### src/rtl/pc_sequencer_if.sv
// rtl/pc_sequencer_if.sv - instruction-memory fetch handshake between sequencer and imem
interface pc_sequencer_if #(
  parameter int WIDTH = 16
);
  logic             imem_req;
  logic             imem_ack;
  logic [WIDTH-1:0] imem_data;

  modport master (output imem_req, input imem_ack, input imem_data);
  modport slave  (input imem_req, output imem_ack, output imem_data);
endinterface

### src/rtl/pc_sequencer.sv
// rtl/pc_sequencer.sv - Hack CPU fetch/execute controller driving the PC strobes
module pc_sequencer #(
  parameter int WIDTH   = 16,
  parameter int PC_LAT  = 1,
  parameter int TIMEOUT = 15
) (
  input  logic             clk,
  input  logic             reset,
  input  logic             run,
  input  logic [WIDTH-1:0] pc_value,
  input  logic [WIDTH-1:0] a_reg,
  pc_sequencer_if.master   imem,
  output logic [WIDTH-1:0] instr,
  output logic             instr_valid,
  input  logic             exec_done,
  input  logic             zr,
  input  logic             ng,
  output logic             pc_reset,
  output logic             pc_load,
  output logic             pc_inc,
  output logic             halted,
  output logic             fault,
  output logic [2:0]       state
);
  typedef enum logic [2:0] {
    S_INIT   = 3'd0,
    S_IDLE   = 3'd1,
    S_SETTLE = 3'd2,
    S_FETCH  = 3'd3,
    S_EXEC   = 3'd4,
    S_HALT   = 3'd5,
    S_FAULT  = 3'd6
  } state_t;

  state_t     state_q, state_d;
  logic [2:0] settle_cnt;
  logic [7:0] tmo_cnt;
  logic       settle_done, tmo_last, ack, jump, self_loop;

  assign settle_done = (settle_cnt == 3'(PC_LAT - 1));
  assign tmo_last    = (tmo_cnt == 8'(TIMEOUT - 1));
  assign ack         = (state_q == S_FETCH) && imem.imem_ack;
  assign jump        = instr[15] & ((instr[2] & ng) | (instr[1] & zr) | (instr[0] & ~zr & ~ng));
  assign self_loop   = (a_reg == pc_value);
  assign state       = state_q;

  always_ff @(posedge clk or posedge reset) begin
    if (reset) state_q <= S_INIT;
    else       state_q <= state_d;
  end

  always_comb begin
    state_d = state_q;
    case (state_q)
      S_INIT:   state_d = S_SETTLE;
      S_SETTLE: if (settle_done) state_d = run ? S_FETCH : S_IDLE;
      S_IDLE:   if (run) state_d = S_FETCH;
      S_FETCH: begin
        // an ack on the last allowed cycle takes priority over the timeout
        if (imem.imem_ack)  state_d = S_EXEC;
        else if (tmo_last)  state_d = S_FAULT;
      end
      S_EXEC:   if (exec_done) state_d = (jump && self_loop) ? S_HALT : S_SETTLE;
      S_HALT:   if (!run) state_d = S_IDLE;
      S_FAULT:  state_d = S_FAULT;
      default:  state_d = S_INIT;
    endcase
  end

  always_ff @(posedge clk or posedge reset) begin
    if (reset) begin
      instr       <= '0;
      instr_valid <= 1'b0;
      fault       <= 1'b0;
      settle_cnt  <= '0;
      tmo_cnt     <= '0;
    end else begin
      instr_valid <= ack;
      if (ack) instr <= imem.imem_data;
      if (state_q == S_FETCH && !imem.imem_ack && tmo_last) fault <= 1'b1;

      if (state_q == S_SETTLE && !settle_done) begin
        if (settle_cnt != 3'h7) settle_cnt <= settle_cnt + 3'd1;
      end else begin
        settle_cnt <= '0;
      end

      if (state_q == S_FETCH && !imem.imem_ack) begin
        if (tmo_cnt != 8'hff) tmo_cnt <= tmo_cnt + 8'd1;
      end else begin
        tmo_cnt <= '0;
      end
    end
  end

  // strobes are decoded from the registered state, so reset silences them at once
  always_comb begin
    imem.imem_req = 1'b0;
    pc_reset      = 1'b0;
    pc_load       = 1'b0;
    pc_inc        = 1'b0;
    halted        = 1'b0;
    case (state_q)
      S_INIT:  pc_reset = 1'b1;
      S_FETCH: imem.imem_req = 1'b1;
      S_EXEC: begin
        pc_load = exec_done & jump & ~self_loop;
        pc_inc  = exec_done & ~jump;
      end
      S_HALT:  halted = 1'b1;
      default: ;
    endcase
  end
endmodule

### src/flat_wrapper.sv
// flat-port wrapper written by rule: the top's interface ports become plain ports
module pc_sequencer_flat 
#(
  parameter int WIDTH   = 16,
  parameter int PC_LAT  = 1,
  parameter int TIMEOUT = 15
)
  (clk, reset, run, pc_value, a_reg, instr, instr_valid, exec_done, zr, ng, pc_reset, pc_load, pc_inc, halted, fault, state, imem_imem_req, imem_imem_ack, imem_imem_data);
  pc_sequencer_if #(.WIDTH(WIDTH)) imem_i ();
  input  logic clk;
  input  logic reset;
  input  logic run;
  input  logic [WIDTH-1:0] pc_value;
  input  logic [WIDTH-1:0] a_reg;
  output logic [WIDTH-1:0] instr;
  output logic instr_valid;
  input  logic exec_done;
  input  logic zr;
  input  logic ng;
  output logic pc_reset;
  output logic pc_load;
  output logic pc_inc;
  output logic halted;
  output logic fault;
  output logic [2:0] state;
  output wire logic [$bits(imem_i.imem_req)-1:0] imem_imem_req;
  input wire logic [$bits(imem_i.imem_ack)-1:0] imem_imem_ack;
  input wire logic [$bits(imem_i.imem_data)-1:0] imem_imem_data;
  assign imem_imem_req = imem_i.imem_req;
  assign imem_i.imem_ack = imem_imem_ack;
  assign imem_i.imem_data = imem_imem_data;
  pc_sequencer #(.WIDTH(WIDTH), .PC_LAT(PC_LAT), .TIMEOUT(TIMEOUT)) u_core (.clk(clk), .reset(reset), .run(run), .pc_value(pc_value), .a_reg(a_reg), .imem(imem_i), .instr(instr), .instr_valid(instr_valid), .exec_done(exec_done), .zr(zr), .ng(ng), .pc_reset(pc_reset), .pc_load(pc_load), .pc_inc(pc_inc), .halted(halted), .fault(fault), .state(state));
endmodule
### config.mk
export PLATFORM = sky130hd
export DESIGN_NAME = pc_sequencer_flat
export DESIGN_NICKNAME = d
export VERILOG_FILES = /design/src/rtl/pc_sequencer_if.sv /design/src/rtl/pc_sequencer.sv /design/src/flat_wrapper.sv
export SDC_FILE = /design/constraint.sdc
export NUM_CORES = 1
export LEC_CHECK = 0
export ABC_AREA = 1
export CORE_UTILIZATION = 43
export CTS_CLUSTER_DIAMETER = 150
export DETAILED_ROUTE_END_ITERATION = 8
export GPL_TIMING_DRIVEN = 0
export PLACE_DENSITY = 0.8
export SLEW_MARGIN = 40
export SYNTH_ARGS = -nofsm -noshare
export SYNTH_HDL_FRONTEND = slang
export SYNTH_SLANG_ARGS = --single-unit
### constraint.sdc
create_clock -name clk -period 1.5 [get_ports clk]
set_input_delay 0.3 -clock clk [delete_from_list [all_inputs] [get_ports clk]]
set_output_delay 0.3 -clock clk [all_outputs]
set_load 0.005 [all_outputs]
==> results of run 1 <==
## area by class of cell
type	count	area, um^2
plain buffers	3	30.0
multi-input cells	198	1040
flip-flops and latches	32	803
clock inverters	1	5.00
clock buffers	6	72.6
fillers	335	1060
inverters	47	186
well taps	52	65.1
repair buffers	112	1120
## worst paths after layout
path	to	slack, ns
min in group clk	u_core.fault$_DFFE_PP0P_	0.47
setup reg to reg	u_core.state[1]$_DFFE_PP0P_	-0.07
setup / recovery	pc_load	-0.16
max in group asynchronous	u_core.state[0]$_DFFE_PP0P_	0.59
hold reg to reg	u_core.fault$_DFFE_PP0P_	0.47
hold / removal	u_core.instr[10]$_DFFE_PP0P_	0.43
## cells in the mapped netlist
library cell	n
o21ai_4	1
nand2_1	113
nand4_1	2
ha_1	5
nor2_2	1
o21ai_1	2
inv_2	7
nand2_2	3
o21ai_0	5
o31ai_1	2
o21ai_2	2
nor3_4	2
nand3_4	1
dfrtp_1	32
xnor2_1	1
nand3_1	9
a31oi_1	2
nor2_8	1
nor2_4	2
nor3_2	1
a21o_1	1
nor4_1	1
inv_1	40
xor2_1	2
nor3_1	3
buf_4	2
a21oi_1	5
buf_6	1
nor2_1	30
a211oi_1	1
## per-stage QoR
step | TNS (ns) | total power [mW]
global placement | -13.07 | 2.89
detailed placement | -5.38 | 2.94
global route | -0.990 | 4.44
floorplan | 0 | 2.06
finish | -0.430 | 4.15
CTS | -0.285 | 3.93
## layer usage
layer / vias to the layer above / track usage (%) / wire length (um)
met5: - / 0 / 0
met4: 0 / 7.56 / 119
met3: 15 / 8.43 / 630
met2: 114 / 38.5 / 2720
met1: 970 / 25.5 / 2240
li1: 1087 / - / -
## sequential cells by signal, indices dropped and copies added, names as in the netlist
register	count
u_core.instr	16
u_core.tmo_cnt	8
u_core.settle_cnt	3
u_core.state	3
u_core.fault	1
u_core.instr_valid	1
## kinds of logic (layout without fill, tap and decap cells)
family                     count (synthesis)  after routing
and+or+nand+nor                          169            169
buffers and inverters                     50            169
DFF                                       32             32
AOI/OAI and AO/OA                         21             21
adders and majority gates                  5              5
xor gates and xnor gates                   3              3
## power by group through the flow
| stage | Combinational [mW] | Sequential [mW] | Clock [mW] |
|---|---|---|---|
| finish | 2.24 | 1.29 | 0.624 |
| global route | 2.44 | 1.32 | 0.687 |
| CTS | 2.00 | 1.28 | 0.642 |
| detailed placement | 1.62 | 1.32 | 0 |
| global placement | 1.59 | 1.31 | 0 |
| floorplan | 0.750 | 1.31 | 0 |
## worst max-delay path, stage by stage, from the launching register on
cell and delay (ns):
dfrtp_1 0.40, buf_6 0.14, inv_4 0.05, nand3_2 0.07
inv_2 0.08, nand3_2 0.05, a21oi_1 0.13, buf_2 0.14
## what timing repair did
action | CTS | global route
endpoints found under the setup margin | 19 | 25
setup buffers | 19 | 13
gates resized for setup | 50 | 50
pin swaps | 14 | 28
==> impl_results.html, run 1 <==
<table>
<tr><th>Metric</th><th>Value</th></tr>
<tr><th colspan="2">Run status</th></tr>
<tr><td>Outcome</td><td>finished, violations left</td></tr>
<tr><td>Violations in the final reports</td><td>negative setup slack</td></tr>
<tr><th colspan="2">Route</th></tr>
<tr><td>Routed vias/inst</td><td>slightly below 5</td></tr>
<tr><td>Post-detailed-route count of antenna-violating nets</td><td>0</td></tr>
<tr><td>Average wire per standard cell</td><td>approximately 13 um</td></tr>
<tr><td>Residual DRC</td><td>0</td></tr>
<tr><td>Routed WL</td><td>approximately 5700 um</td></tr>
<tr><td>Vias after detailed routing</td><td>about 2200</td></tr>
<tr><td>Violation count after the first detailed-route iteration</td><td>73</td></tr>
<tr><td>1st-pass router iterations</td><td>4</td></tr>
<tr><th colspan="2">Worst setup path</th></tr>
<tr><td>Startpoint of the most critical register-to-register path</td><td>u_core.settle_cnt[0]$_DFFE_PP0P_</td></tr>
<tr><td>Crit path launch</td><td>u_core.state[1]$_DFFE_PP0P_</td></tr>
<tr><td>CP Class</td><td>reg -&gt; out</td></tr>
<tr><td>Arr. time, crit path</td><td>roughly 1.4 ns</td></tr>
<tr><td>Highest net fanout along the worst path</td><td>4</td></tr>
<tr><td>Critical Path End Type</td><td>output pin</td></tr>
<tr><td>Required time at the worst-slack endpoint</td><td>1.20 ns</td></tr>
<tr><td>Worst Setup Start Kind</td><td>flip-flop</td></tr>
<tr><td>Depth of the worst register-to-register path</td><td>10</td></tr>
<tr><th colspan="2">Place</th></tr>
<tr><td>Number of placed instances, taps included</td><td>412</td></tr>
<tr><td>Number of buffers inserted by port buffering</td><td>80</td></tr>
<tr><td>Dpl ws</td><td>-0.762 ns</td></tr>
<tr><td>DP HPWL</td><td>3610 um</td></tr>
<tr><td>Final Wtd Congestion</td><td>0.811</td></tr>
<tr><td>Placement-stage cell area</td><td>around 0.0028 mm^2</td></tr>
<tr><th colspan="2">Global routing</th></tr>
<tr><td>First-pass GRT wire length</td><td>8630 um</td></tr>
<tr><td>Pin count of the biggest net entering global routing</td><td>33</td></tr>
<tr><td>Combined global-route utilization of all metal layers</td><td>between 20 and 25%</td></tr>
<tr><td>Total congestion overflow</td><td>0</td></tr>
<tr><td>Antenna violations before repair</td><td>0</td></tr>
<tr><td>Number of global-route vias before repair</td><td>around 2000</td></tr>
<tr><th colspan="2">Floorplanning</th></tr>
<tr><td>Num ports</td><td>between 80 and 90</td></tr>
<tr><td>Die area</td><td>between 0.004 and 0.005 mm^2</td></tr>
<tr><td>Starting density of the core</td><td>45.0%</td></tr>
<tr><td>Chip Width</td><td>between 60 and 70 um</td></tr>
<tr><td>Rows</td><td>24</td></tr>
<tr><td>Chip height</td><td>69.7 um</td></tr>
<tr><td>Core Region</td><td>0.00438 mm^2</td></tr>
<tr><th colspan="2">Pwr</th></tr>
<tr><td>Switching Share</td><td>a little over a third</td></tr>
<tr><td>Worst IR Drop VDD</td><td>about 1 mV</td></tr>
<tr><td>Power per Cell Area</td><td>1250 mW/mm^2</td></tr>
<tr><td>Relative contribution of the clock network to total power</td><td>15.0%</td></tr>
<tr><td>Net Sw Power</td><td>about 1.5 mW</td></tr>
<tr><td>Seq pwr share</td><td>between 30% and 40%</td></tr>
<tr><td>Power share of the combinational group</td><td>a little over half</td></tr>
<tr><td>Leakage dissipation</td><td>between 2 and 2.5 nW</td></tr>
<tr><td>P_int</td><td>~2.6 mW</td></tr>
<tr><th colspan="2">Logic synthesis</th></tr>
<tr><td>Yosys warnings</td><td>0</td></tr>
<tr><td>Syn Inst Count</td><td>280</td></tr>
<tr><td>Nets in the synthesized netlist</td><td>340</td></tr>
<tr><td>Post-Synth Adder-Cell Area</td><td>about 3.2%</td></tr>
<tr><td>Mux contribution to synthesized area</td><td>0%</td></tr>
<tr><td>Fraction of synthesized cell area in xor and xnor cells</td><td>under 10%</td></tr>
<tr><td>Synth Area in Compound Gates</td><td>6.92%</td></tr>
<tr><td>Number of different library cells in the post-synthesis netlist</td><td>30</td></tr>
<tr><td>Proportion of netlist area held by the largest area contributor</td><td>around 41%</td></tr>
<tr><td>Ranking of synthesized cells by area</td><td>dfrtp_1, nand2_1, inv_1, nor2_1, ha_1</td></tr>
<tr><td>Post-Syn Area per Cell</td><td>slightly above 7 um^2</td></tr>
<tr><td>Area of the mapped netlist</td><td>a little under 0.002 mm^2</td></tr>
<tr><td>Sequential fraction of the synthesis area</td><td>slightly above 40%</td></tr>
<tr><td>Basic-gate share of the synthesized area counting and, or, nand and nor cells</td><td>37.7%</td></tr>
<tr><td>Number of synthesized register bits</td><td>32</td></tr>
<tr><td>Dominant combinational cell family by area after synthesis</td><td>simple AND/OR/NAND/NOR gates</td></tr>
<tr><td>Largest area contributor in the synthesized netlist</td><td>dfrtp_1</td></tr>
<tr><th colspan="2">Clock network</th></tr>
<tr><td>Clk pin slew, worst setup/hold paths</td><td>about 0.070 ns</td></tr>
<tr><td>Sink count of the clock tree</td><td>32</td></tr>
<tr><td>Clock tree buffer depth</td><td>2</td></tr>
<tr><td>Maximum level of the CTS H-tree</td><td>2</td></tr>
<tr><td>Clock tree from TritonCTS</td><td>yes</td></tr>
<tr><td>Clock root buffer master</td><td>clkbuf_8</td></tr>
<tr><td>Clock insertion delay at the later pin of the skew report</td><td>0.29 ns</td></tr>
<tr><td>Count of hold-fix buffers inserted at cts</td><td>0</td></tr>
<tr><td>Number of CTS-inserted buffers</td><td>5</td></tr>
<tr><th colspan="2">Timing</th></tr>
<tr><td>Final worst hold slack</td><td>roughly 0.43 ns</td></tr>
<tr><td>Setup repair after global routing missed its margin</td><td>yes</td></tr>
<tr><td>Clock Skews</td><td>~0.01 ns</td></tr>
<tr><td>Setup-violating endpoint count in the final report</td><td>7</td></tr>
<tr><td>Min Clock Period, post-route</td><td>approximately 1.7 ns</td></tr>
<tr><td>Highest clock rate</td><td>around 0.60 GHz</td></tr>
<tr><td>Max transition margin</td><td>between 50% and 60%</td></tr>
<tr><td>Final count of hold timing violations</td><td>0</td></tr>
<tr><td>Max-slew violation count</td><td>0</td></tr>
<tr><td>Slack of the critical path</td><td>-0.155 ns</td></tr>
<tr><td>Share of the cycle needed by the critical path after routing</td><td>110%</td></tr>
<tr><td>Slew @ Worst Pin</td><td>~0.67 ns</td></tr>
<tr><th colspan="2">Layout</th></tr>
<tr><td>Cell Count, Final, Fillers Out</td><td>roughly 450</td></tr>
<tr><td>End-of-flow core utilization</td><td>approximately three quarters</td></tr>
<tr><td>Leading cell type in the layout, fill and taps excluded</td><td>nand2_1</td></tr>
<tr><td>Fraction of layout instances using a drive strength above 1</td><td>a little over a fifth</td></tr>
<tr><td>Most frequent cells in the layout</td><td>nand2_1, inv_1, dlymetal6s2s_1</td></tr>
<tr><td>Layout Nets</td><td>around 460</td></tr>
<tr><td>Post-route design area</td><td>about 0.0033 mm^2</td></tr>
<tr><td>Number of diodes added for antenna fixing</td><td>0</td></tr>
<tr><td>P&amp;R area growth vs syn</td><td>68.5%</td></tr>
<tr><th colspan="2">Hold path</th></tr>
<tr><td>Path category of the worst min-delay check</td><td>in -&gt; async</td></tr>
<tr><th colspan="2">Run</th></tr>
<tr><td>Number of max-cap violations</td><td>0</td></tr>
</table>
Power figures use the tool's default switching activity.
==> run 2, diff against run 1 <==
--- a/config.mk
+++ b/config.mk
@@ -11,6 +11,7 @@
 export DETAILED_ROUTE_END_ITERATION = 8
 export GPL_TIMING_DRIVEN = 0
 export PLACE_DENSITY = 0.8
+export SKIP_LAST_GASP = 1
 export SLEW_MARGIN = 40
 export SYNTH_ARGS = -nofsm -noshare
 export SYNTH_HDL_FRONTEND = slang
==> run 2 against run 1 <==
The run still ends with negative setup slack left. Clock skew grew 0.0015 ns. Design area grew 1.5%. Via count is essentially flat. Cell count grew 0.22%. Fmax grew 1.7%. Setup slack gained 0.027 ns. First-iteration DRC count shrank 6.8%. Hold slack lost 0.0014 ns. Combinational power is essentially flat. Highest routed layer unchanged.
==> impl_results.html, run 2 (synthesis results as in run 1) <==
<table>
<tr><th>Metric</th><th>Value</th></tr>
<tr><th colspan="2">Run status</th></tr>
<tr><td>Outcome</td><td>finished, violations left</td></tr>
<tr><td>Violations in the final reports</td><td>negative setup slack</td></tr>
<tr><th colspan="2">Layout</th></tr>
<tr><td>Area used by sequential logic in the layout</td><td>805 um^2</td></tr>
<tr><td>Number of diodes added for antenna fixing</td><td>0</td></tr>
<tr><td>Leading registers by flop count</td><td>u_core.instr x16, u_core.tmo_cnt x8</td></tr>
<tr><td>Layout Nets</td><td>460</td></tr>
<tr><td>Largest register by flop count</td><td>u_core.instr</td></tr>
<tr><td>Fillers</td><td>334</td></tr>
<tr><td>Fraction of layout instances using a drive strength above 1</td><td>~22%</td></tr>
<tr><td>Cell Count, Final, Fillers Out</td><td>approximately 450</td></tr>
<tr><td>Area of the multi-input gates</td><td>between 0.001 and 0.0015 mm^2</td></tr>
<tr><td>End-of-flow core utilization</td><td>about three quarters</td></tr>
<tr><td>P&amp;R area growth vs syn</td><td>71.1%</td></tr>
<tr><td>Number of flip-flops under the largest register name</td><td>16</td></tr>
<tr><td>Leading cell type in the layout, fill and taps excluded</td><td>nand2_1</td></tr>
<tr><td>Most frequent cells in the layout</td><td>nand2_1, dlymetal6s2s_1, inv_1</td></tr>
<tr><th colspan="2">Worst setup path</th></tr>
<tr><td>Highest net fanout along the worst path</td><td>4</td></tr>
<tr><td>Cell with the biggest individual delay on the critical path</td><td>dfrtp_1</td></tr>
<tr><td>CP Class</td><td>reg -&gt; out</td></tr>
<tr><td>Worst Setup Start Kind</td><td>flip-flop</td></tr>
<tr><td>Arr. time, crit path</td><td>between 1 and 1.5 ns</td></tr>
<tr><td>Required time at the worst-slack endpoint</td><td>1.20 ns</td></tr>
<tr><td>Critical Path End Type</td><td>output pin</td></tr>
<tr><td>Peak per-stage delay on the critical path</td><td>approximately 0.4 ns</td></tr>
<tr><td>Depth of the worst register-to-register path</td><td>8</td></tr>
<tr><td>Critical-path cell list</td><td>buf_6 -&gt; inv_4 -&gt; nand3_2 -&gt; inv_2 -&gt; nand3_1 -&gt; a21oi_1 -&gt; buf_2</td></tr>
<tr><th colspan="2">Global routing</th></tr>
<tr><td>Antenna violations before repair</td><td>0</td></tr>
<tr><td>Number of global-route vias before repair</td><td>a little under 2000</td></tr>
<tr><td>Combined global-route utilization of all metal layers</td><td>between 20% and 30%</td></tr>
<tr><td>Total congestion overflow</td><td>0</td></tr>
<tr><td>Pin count of the biggest net entering global routing</td><td>33</td></tr>
<tr><td>First-pass GRT wire length</td><td>about 8500 um</td></tr>
<tr><th colspan="2">Route</th></tr>
<tr><td>Vias after detailed routing</td><td>~2200</td></tr>
<tr><td>Average wire per standard cell</td><td>between 10 and 15 um</td></tr>
<tr><td>Residual DRC</td><td>0</td></tr>
<tr><td>Violation count after the first detailed-route iteration</td><td>slightly below 70</td></tr>
<tr><td>Post-detailed-route count of antenna-violating nets</td><td>0</td></tr>
<tr><td>Routed WL</td><td>5800 um</td></tr>
<tr><td>Routed vias/inst</td><td>between 4 and 5</td></tr>
<tr><td>1st-pass router iterations</td><td>4</td></tr>
<tr><th colspan="2">Timing</th></tr>
<tr><td>Slack of the critical path</td><td>-0.128 ns</td></tr>
<tr><td>Max transition margin</td><td>between 50% and 60%</td></tr>
<tr><td>Setup TNS after final layout</td><td>-0.347 ns</td></tr>
<tr><td>Min Clock Period, post-route</td><td>around 1.6 ns</td></tr>
<tr><td>Max-slew violation count</td><td>0</td></tr>
<tr><td>Setup repair after global routing missed its margin</td><td>yes</td></tr>
<tr><td>Share of the cycle needed by the critical path after routing</td><td>109%</td></tr>
<tr><td>Setup-violating endpoint count in the final report</td><td>9</td></tr>
<tr><td>Highest clock rate</td><td>between 0.6 and 0.7 GHz</td></tr>
<tr><td>Slew @ Worst Pin</td><td>0.663 ns</td></tr>
<tr><td>Clock Skews</td><td>0.0116 ns</td></tr>
<tr><td>Final count of hold timing violations</td><td>0</td></tr>
<tr><th colspan="2">Pwr</th></tr>
<tr><td>Leakage dissipation</td><td>around 2.1 nW</td></tr>
<tr><td>Power per Cell Area</td><td>roughly 1200 mW/mm^2</td></tr>
<tr><td>Seq pwr share</td><td>a little under a third</td></tr>
<tr><td>Net Sw Power</td><td>approximately 1.5 mW</td></tr>
<tr><td>P_int</td><td>2.63 mW</td></tr>
<tr><td>Switching Share</td><td>between 30% and 40%</td></tr>
<tr><td>Power share of the combinational group</td><td>a little over half</td></tr>
<tr><td>Relative contribution of the clock network to total power</td><td>15.2%</td></tr>
<tr><td>Worst IR Drop VDD</td><td>~0.94 mV</td></tr>
<tr><th colspan="2">Clock network</th></tr>
<tr><td>Clock root buffer master</td><td>clkbuf_8</td></tr>
<tr><td>Clock insertion delay at the later pin of the skew report</td><td>approximately 0.29 ns</td></tr>
<tr><td>Number of CTS-inserted buffers</td><td>5</td></tr>
<tr><td>Clk pin slew, worst setup/hold paths</td><td>~0.07 ns</td></tr>
<tr><td>Count of hold-fix buffers inserted at cts</td><td>0</td></tr>
<tr><td>Clock tree buffer depth</td><td>2</td></tr>
<tr><td>Sink count of the clock tree</td><td>32</td></tr>
<tr><td>Clock tree from TritonCTS</td><td>yes</td></tr>
<tr><td>Maximum level of the CTS H-tree</td><td>2</td></tr>
<tr><th colspan="2">Floorplanning</th></tr>
<tr><td>Chip height</td><td>between 60 and 70 um</td></tr>
<tr><td>Chip Width</td><td>around 70 um</td></tr>
<tr><td>Core Region</td><td>0.00438 mm^2</td></tr>
<tr><td>Die area</td><td>about 0.0049 mm^2</td></tr>
<tr><td>Starting density of the core</td><td>45.0%</td></tr>
<tr><td>Rows</td><td>24</td></tr>
<tr><td>Num ports</td><td>81</td></tr>
<tr><th colspan="2">Run</th></tr>
<tr><td>Number of max-cap violations</td><td>0</td></tr>
<tr><th colspan="2">Place</th></tr>
<tr><td>Number of buffers inserted by port buffering</td><td>80</td></tr>
<tr><td>Final Wtd Congestion</td><td>between 0.8 and 0.9</td></tr>
<tr><td>DP HPWL</td><td>roughly 3600 um</td></tr>
<tr><td>Number of placed instances, taps included</td><td>about 410</td></tr>
<tr><th colspan="2">Hold path</th></tr>
<tr><td>Path category of the worst min-delay check</td><td>in -&gt; async</td></tr>
</table>
[run 2: cell types whose count changed in the layout (fill, tap and decap cells not counted), moves of 3 or more]
| cell | before | now |
|---|---|---|
| dlymetal6s2s_1 | 36 | 41 |
| inv_1 | 38 | 35 |
| dlygate4sd2_1 | 7 | 2 |
| inv_2 | 6 | 9 |
[run 2: critical path, delay by kind of cell (launching register included)]
| kind | cells | cell delay, ns |
|---|---|---|
| flops | 1 | 0.40 |
| buf+inv | 4 | 0.40 |
| compound gates | 1 | 0.11 |
| simple gates | 2 | 0.13 |
[run 2: layout make-up]
class / count / area share, %
plain buffers: 3 / 0.890
clock buffers: 6 / 2.15
clock inverters: 1 / 0.148
inverters: 47 / 5.45
multi-input cells: 198 / 31.4
flip-flops and latches: 32 / 23.9
well taps: 52 / 1.93
repair buffers: 113 / 34.2
[run 2: worst paths after layout]
path,start,end,slack [ns]
max,u_core.state[1]$_DFFE_PP0P_,pc_load,-0.13
min,reset,u_core.tmo_cnt[0]$_DFFE_PP0P_,0.43
max reg2reg,u_core.tmo_cnt[0]$_DFFE_PP0P_,u_core.tmo_cnt[0]$_DFFE_PP0P_,-0.04
min reg2reg,u_core.fault$_DFFE_PP0P_,u_core.fault$_DFFE_PP0P_,0.47
max in group asynchronous,reset,u_core.state[0]$_DFFE_PP0P_,0.59
min in group clk,u_core.fault$_DFFE_PP0P_,u_core.fault$_DFFE_PP0P_,0.47
[run 2: per-stage QoR]
step	setup slack (ns)	power, mW	cell area, um^2	hold WS, ns
finish	-0.128	4.14	3370	0.428
global route	-0.167	4.42	3370	0.493
global placement	-0.738	2.89	2840	0.441
detailed placement	-0.762	2.94	2840	0.450
CTS	-0.226	3.93	3100	0.450
floorplan	0.169	2.06	1970	0.416
[run 2: repair_timing]
action,4_1_cts,5_1_grt
endpoints found under the setup margin,19,29
gates cloned,0,0
buffers inserted,19,14
resized for setup,43,62
pin swaps,10,36
[run 2: per-layer routing]
layer	wire [um]	track usage, %	share of wire, %	up-vias
li1	-	-	-	1090
met1	2320	24.9	40	966
met2	2730	38.7	47	115
met3	633	8.43	11	13
met4	117	6.67	2.0	0
met5	0	0	0	-
[run 2: power by group through the flow]
stage	clock network [mW]	logic [mW]	registers, mW
3_3_place_gp	0	1.59	1.31
5_1_grt	0.687	2.42	1.32
6_report	0.631	2.22	1.29
3_5_place_dp	0	1.62	1.32
4_1_cts	0.642	2.00	1.28
2_1_floorplan	0	0.750	1.31
